<file path="config.mk">
export PLATFORM = sky130hd
export DESIGN_NAME = serial_subtractor
export DESIGN_NICKNAME = d
export VERILOG_FILES = /design/src/rtl/serial_subtractor.sv
export SDC_FILE = /design/constraint.sdc
export NUM_CORES = 1
export LEC_CHECK = 0
export ABC_AREA = 1
export BUFFER_PORTS_ARGS = -buffer_cell sky130_fd_sc_hd__buf_2
export CAP_MARGIN = 10
export CORE_ASPECT_RATIO = 0.9
export CORE_MARGIN = 8
export CORE_UTILIZATION = 29
export DETAILED_ROUTE_END_ITERATION = 7
export GPL_ROUTABILITY_DRIVEN = 0
export PLACE_DENSITY_LB_ADDON = 0.25
export RECOVER_POWER = 25
export SYNTH_ARGS = -nofsm -noshare
export SYNTH_HDL_FRONTEND = slang
export SYNTH_HIERARCHICAL = 1
export SYNTH_SLANG_ARGS = --single-unit
</file>
<file path="constraint.sdc">
create_clock -name clk -period 1.3 [get_ports clk]
set_clock_uncertainty 0.2 [all_clocks]
set_input_delay 0.26 -clock clk [delete_from_list [all_inputs] [get_ports clk]]
set_output_delay 0.26 -clock clk [all_outputs]
set_load 0.1 [all_outputs]
</file>
<file path="src/rtl/serial_subtractor.sv">
// Purpose: bit-serial a - b - bin, one full-subtractor cell plus a borrow flop, LSB first.
// Latency: done pulses WIDTH edges after the edge that accepts start; one op per WIDTH+1 cycles back-to-back.
// Backpressure: start is only accepted in IDLE or DONE; start while busy is ignored.

// Purpose: single-bit full subtractor, d = a - b - bin, borrow out on bo.
// Latency: purely combinational.
// Backpressure: none.
module full_subtractor (
    input  logic a,
    input  logic b,
    input  logic bin,
    output logic d,
    output logic bo
);
    assign d  = a ^ b ^ bin;
    assign bo = (~a & b) | (~(a ^ b) & bin);
endmodule

module serial_subtractor #(
    parameter int WIDTH = 8
) (
    input  logic             clk,
    input  logic             rst,
    input  logic             start,
    input  logic [WIDTH-1:0] a,
    input  logic [WIDTH-1:0] b,
    input  logic             bin,
    output logic             busy,
    output logic             done,
    output logic [WIDTH-1:0] diff,
    output logic             bout,
    output logic             dbit,
    output logic             dbit_valid
);
    localparam int CW = $clog2(WIDTH);

    typedef enum logic [1:0] {
        IDLE  = 2'd0,
        SHIFT = 2'd1,
        DONE  = 2'd2
    } state_t;

    state_t         state;
    logic [CW-1:0]  cnt;
    logic [WIDTH-1:0] sa;
    logic [WIDTH-1:0] sb;
    logic [WIDTH-1:0] res;
    logic           br;

    logic           cell_d;
    logic           cell_bo;
    logic           last_bit;
    logic [WIDTH-1:0] res_next;

    // The cell always looks at the current LSBs and the running borrow.
    full_subtractor u_cell (
        .a   (sa[0]),
        .b   (sb[0]),
        .bin (br),
        .d   (cell_d),
        .bo  (cell_bo)
    );

    assign last_bit = (cnt == CW'(WIDTH - 1));
    // New difference bit enters at the MSB so that after WIDTH shifts bit 0 sits at the LSB.
    assign res_next = {cell_d, res[WIDTH-1:1]};

    // Control FSM and datapath; all outputs are registered here.
    always_ff @(posedge clk or posedge rst) begin
        if (rst) begin
            state      <= IDLE;
            cnt        <= '0;
            sa         <= '0;
            sb         <= '0;
            res        <= '0;
            br         <= 1'b0;
            busy       <= 1'b0;
            done       <= 1'b0;
            diff       <= '0;
            bout       <= 1'b0;
            dbit       <= 1'b0;
            dbit_valid <= 1'b0;
        end else begin
            done       <= 1'b0;
            dbit_valid <= 1'b0;
            case (state)
                IDLE: begin
                    if (start) begin
                        sa    <= a;
                        sb    <= b;
                        br    <= bin;
                        cnt   <= '0;
                        busy  <= 1'b1;
                        state <= SHIFT;
                    end
                end
                SHIFT: begin
                    dbit       <= cell_d;
                    dbit_valid <= 1'b1;
                    res        <= res_next;
                    sa         <= sa >> 1;
                    sb         <= sb >> 1;
                    br         <= cell_bo;
                    if (last_bit) begin
                        // diff/bout are only refreshed here, so they hold across the next op.
                        diff  <= res_next;
                        bout  <= cell_bo;
                        busy  <= 1'b0;
                        done  <= 1'b1;
                        state <= DONE;
                    end else begin
                        cnt <= cnt + CW'(1);
                    end
                end
                DONE: begin
                    // A start on the leaving edge chains straight into the next op.
                    if (start) begin
                        sa    <= a;
                        sb    <= b;
                        br    <= bin;
                        cnt   <= '0;
                        busy  <= 1'b1;
                        state <= SHIFT;
                    end else begin
                        state <= IDLE;
                    end
                end
                default: begin
                    busy  <= 1'b0;
                    state <= IDLE;
                end
            endcase
        end
    end
endmodule

</file>
==> results.py <==
metrics = {
    "floorplanning": {
        "core_area_sq_um": 6110,
        "die_y_um": 91.3,
        "fp.dieW_um": 99.7,
        "start_util": 0.299,
        "io_pins": 33,
        "num_rows": 27,
        "die_area_sq_um": 9100,
    },
    "synthesis": {
        "synth_cells": 227,
        "synth_largest_area_cell": "dfrtp_1",
        "ys_ff_latch": 41,
        "synth_warnings": 6,
        "ys_top_cells_by_count": "nand2_1, dfrtp_1, nand3_1",
        "synthArstFlopShare": 1.00,
        "synth.most_common_cell": "nand2_1",
        "synth-edff-count": 0,
        "synthTopCellsByArea": "dfrtp_1, nand2_1, nand3_1, buf_2, ha_1",
        "ys.flop_type": "dfrtp_1",
        "yosys.area.top_type_share": 0.561,
        "syn-cell-area_sq_um": 1830,
        "yosysUniqueCellTypes": 15,
        "syn_nets": 250,
        "avgSynthCellArea_sq_um": 8.05,
        "seq_area_frac_synth": 0.561,
    },
    "grt": {
        "gr-total-overflow": 0,
        "grt_pass1_wl_mm": 7.40,
        "grt_max_degree": 42,
        "antenna_found_initial": 0,
        "gr-usage-met2": 0.167,
        "grt.busiest_layer": "met2",
        "use_met1": 0.117,
        "use_met3": 0.0427,
        "grt_pass1_vias": 1604,
        "grt_usage": 0.100,
    },
    "routing": {
        "vias_per_cell": 4.18,
        "routed-via-count": 1556,
        "dr.first_iter.drc_count": 56,
        "drtAntennaViolNets": 0,
        "wl_per_cell_um": 11.8,
        "wirelength_mm": 4.38,
        "drcViolationCount": 0,
        "first_pass_iters": 4,
    },
    "pwr": {
        "vdd_drop_max_mv": 0.859,
        "finalPower_mw": 7.94,
        "p_per_area_nw_per_um2": 2900,
        "power.leakage_nw": 1.44,
    },
    "critical_path": {
        "crit_arrival_ns": 1.37,
        "start_kind": "register",
        "critPathRequiredTime_ns": 1.29,
        "critPathKind": "register to register",
        "cp_max_fo": 5,
        "cp-end-kind": "register",
        "r2r_cells": 6,
    },
    "layout": {
        "areaGrowthSynthToFinish_pct": 49.8,
        "instances_no_fill": 372,
        "final_nets": 307,
        "drive_gt1_frac": 0.333,
        "antennaDiodeCount": 0,
    },
    "clocking": {
        "cts_made_buffers": 5,
        "clockBufferDepth": 2,
        "clock_latency_ns": 0.29,
        "cts_max_level": 2,
        "path_clk_slew_ns": 0.08,
        "root_buffer": "clkbuf_8",
        "cts.sink_count": 41,
        "cts_tree": "done",
    },
    "timing": {
        "rsz0062_at_grt": "yes",
        "timing.setup.tns_ns": -1.44,
        "fin_crit_sh": 1.06,
        "setup_violations": 29,
        "period_needed_ns": 1.38,
        "layout_setup_ws_ns": -0.0809,
        "worst_pin_slew_ns": 0.376,
        "slew_headroom": 0.749,
        "fmax_mhz": 724,
        "hold_viol": 0,
        "maxSlewViolCount": 0,
    },
    "placement": {
        "hpwl_mm": 2.93,
        "io_buffers": 32,
        "pre_cts_ws_ns": -0.0994,
        "placed_cells": 353,
    },
    "run_status": {
        "failed_checks": "setup timing",
        "outcome": "complete, but fails checks",
    },
    "worst_hold_path": {
        "hp-class": "primary input to register",
        "hold_depth": 5,
    },
    "job": {
        "maxCapViolations": 0,
    },
}
-- through the flow --
step | util | instance area [sq um] | hold slack [ns]
floorplan | - | 1870 | 0.0447
global placement | 0.395 | 2420 | 0.130
detailed placement | 0.395 | 2420 | 0.128
CTS | 0.435 | 2660 | 0.0432
global route | 0.448 | 2740 | 0.0722
finish | 0.448 | 2740 | 0.0447
-- state kept, by name (all words and copies together), names as in the netlist --
| name | flops |
|---|---|
| busy | 1 |
| br | 1 |
| dbit_valid | 1 |
| sb | 8 |
| cnt | 3 |
| state | 2 |
| diff | 8 |
| res | 6 |
| done | 1 |
| sa | 8 |
| dbit | 1 |
| bout | 1 |
-- final timing paths --
path,from,to,slack [ns]
min in group asynchronous,rst,res[3]$_DFFE_PP0N_,0.40
max,cnt[1]$_DFFE_PP0P_,cnt[0]$_DFFE_PP0P_,-0.08
max reg2reg,cnt[1]$_DFFE_PP0P_,cnt[0]$_DFFE_PP0P_,-0.08
min,b[3],sb[3]$_DFFE_PP0P_,0.04
min reg2reg,res[1]$_DFFE_PP0N_,diff[0]$_DFFE_PP0P_,0.29
max in group asynchronous,rst,bout$_DFFE_PP0P_,0.21
-- cells in the final DEF, fill, tap and decap left out, drive strengths merged --
cell,synthesis,layout
bufinv,0,2
fa,1,1
dlygate4sd3,0,3
dfrtp,41,41
nand4,1,1
clkinvlp,0,1
inv,9,8
buf,8,53
nand3,21,21
clkinv,0,1
ha,2,2
clkbuf,0,6
nand2,139,139
nor2,4,5
o21ai,1,1
-- report_power, final --
| part | internal (mW) | switching, mW | leakage (nW) |
|---|---|---|---|
| clock | 0.763 | 0.456 | 0.0681 |
| combinational | 1.74 | 2.71 | 0.866 |
| sequential | 1.85 | 0.418 | 0.502 |
| total | 4.35 | 3.59 | 1.44 |
-- repair_timing --
| action | in CTS | in global routing |
|---|---|---|
| hold buffers | 3 | 0 |
| buffers inserted | 5 | 2 |
| pin swaps | 12 | 4 |
| cloned | 1 | 0 |
| setup endpoints to repair | 42 | 52 |
| resized for setup | 11 | 19 |
| hold endpoints to repair | 43 | 0 |
-- final cells by class --
class	count	area (sq um)
fill	611	3380
tap	87	109
clock inverter	3	65.1
timing repair buffer	57	598
multi-input combinational	170	805
inverter	9	50.0
sequential	41	1040
clock buffer	5	68.8
-- logic make-up after synthesis --
logic type / after synthesis / synth area share
buf+inv: 17 / 0.0431
compound gates: 1 / 0.00274
simple gates: 165 / 0.368
flops: 41 / 0.561
fa+ha+maj: 3 / 0.0246
-- routing by layer --
metal / wire [um] / vias to the layer above
met1: 2050 / 714
met5: 0 / -
li1: - / 810
met3: 239 / 0
met4: 0 / 0
met2: 2090 / 32
-- worst max-delay path: stages, from the launching register on --
cell and delay [ns]:
dfrtp_1 0.39, ha_2 0.20, ha_4 0.19, inv_8 0.09, nand3_4 0.08, nand3_1 0.07
nand2_1 0.05
Note: power is estimated with default switching activity, not from simulation.
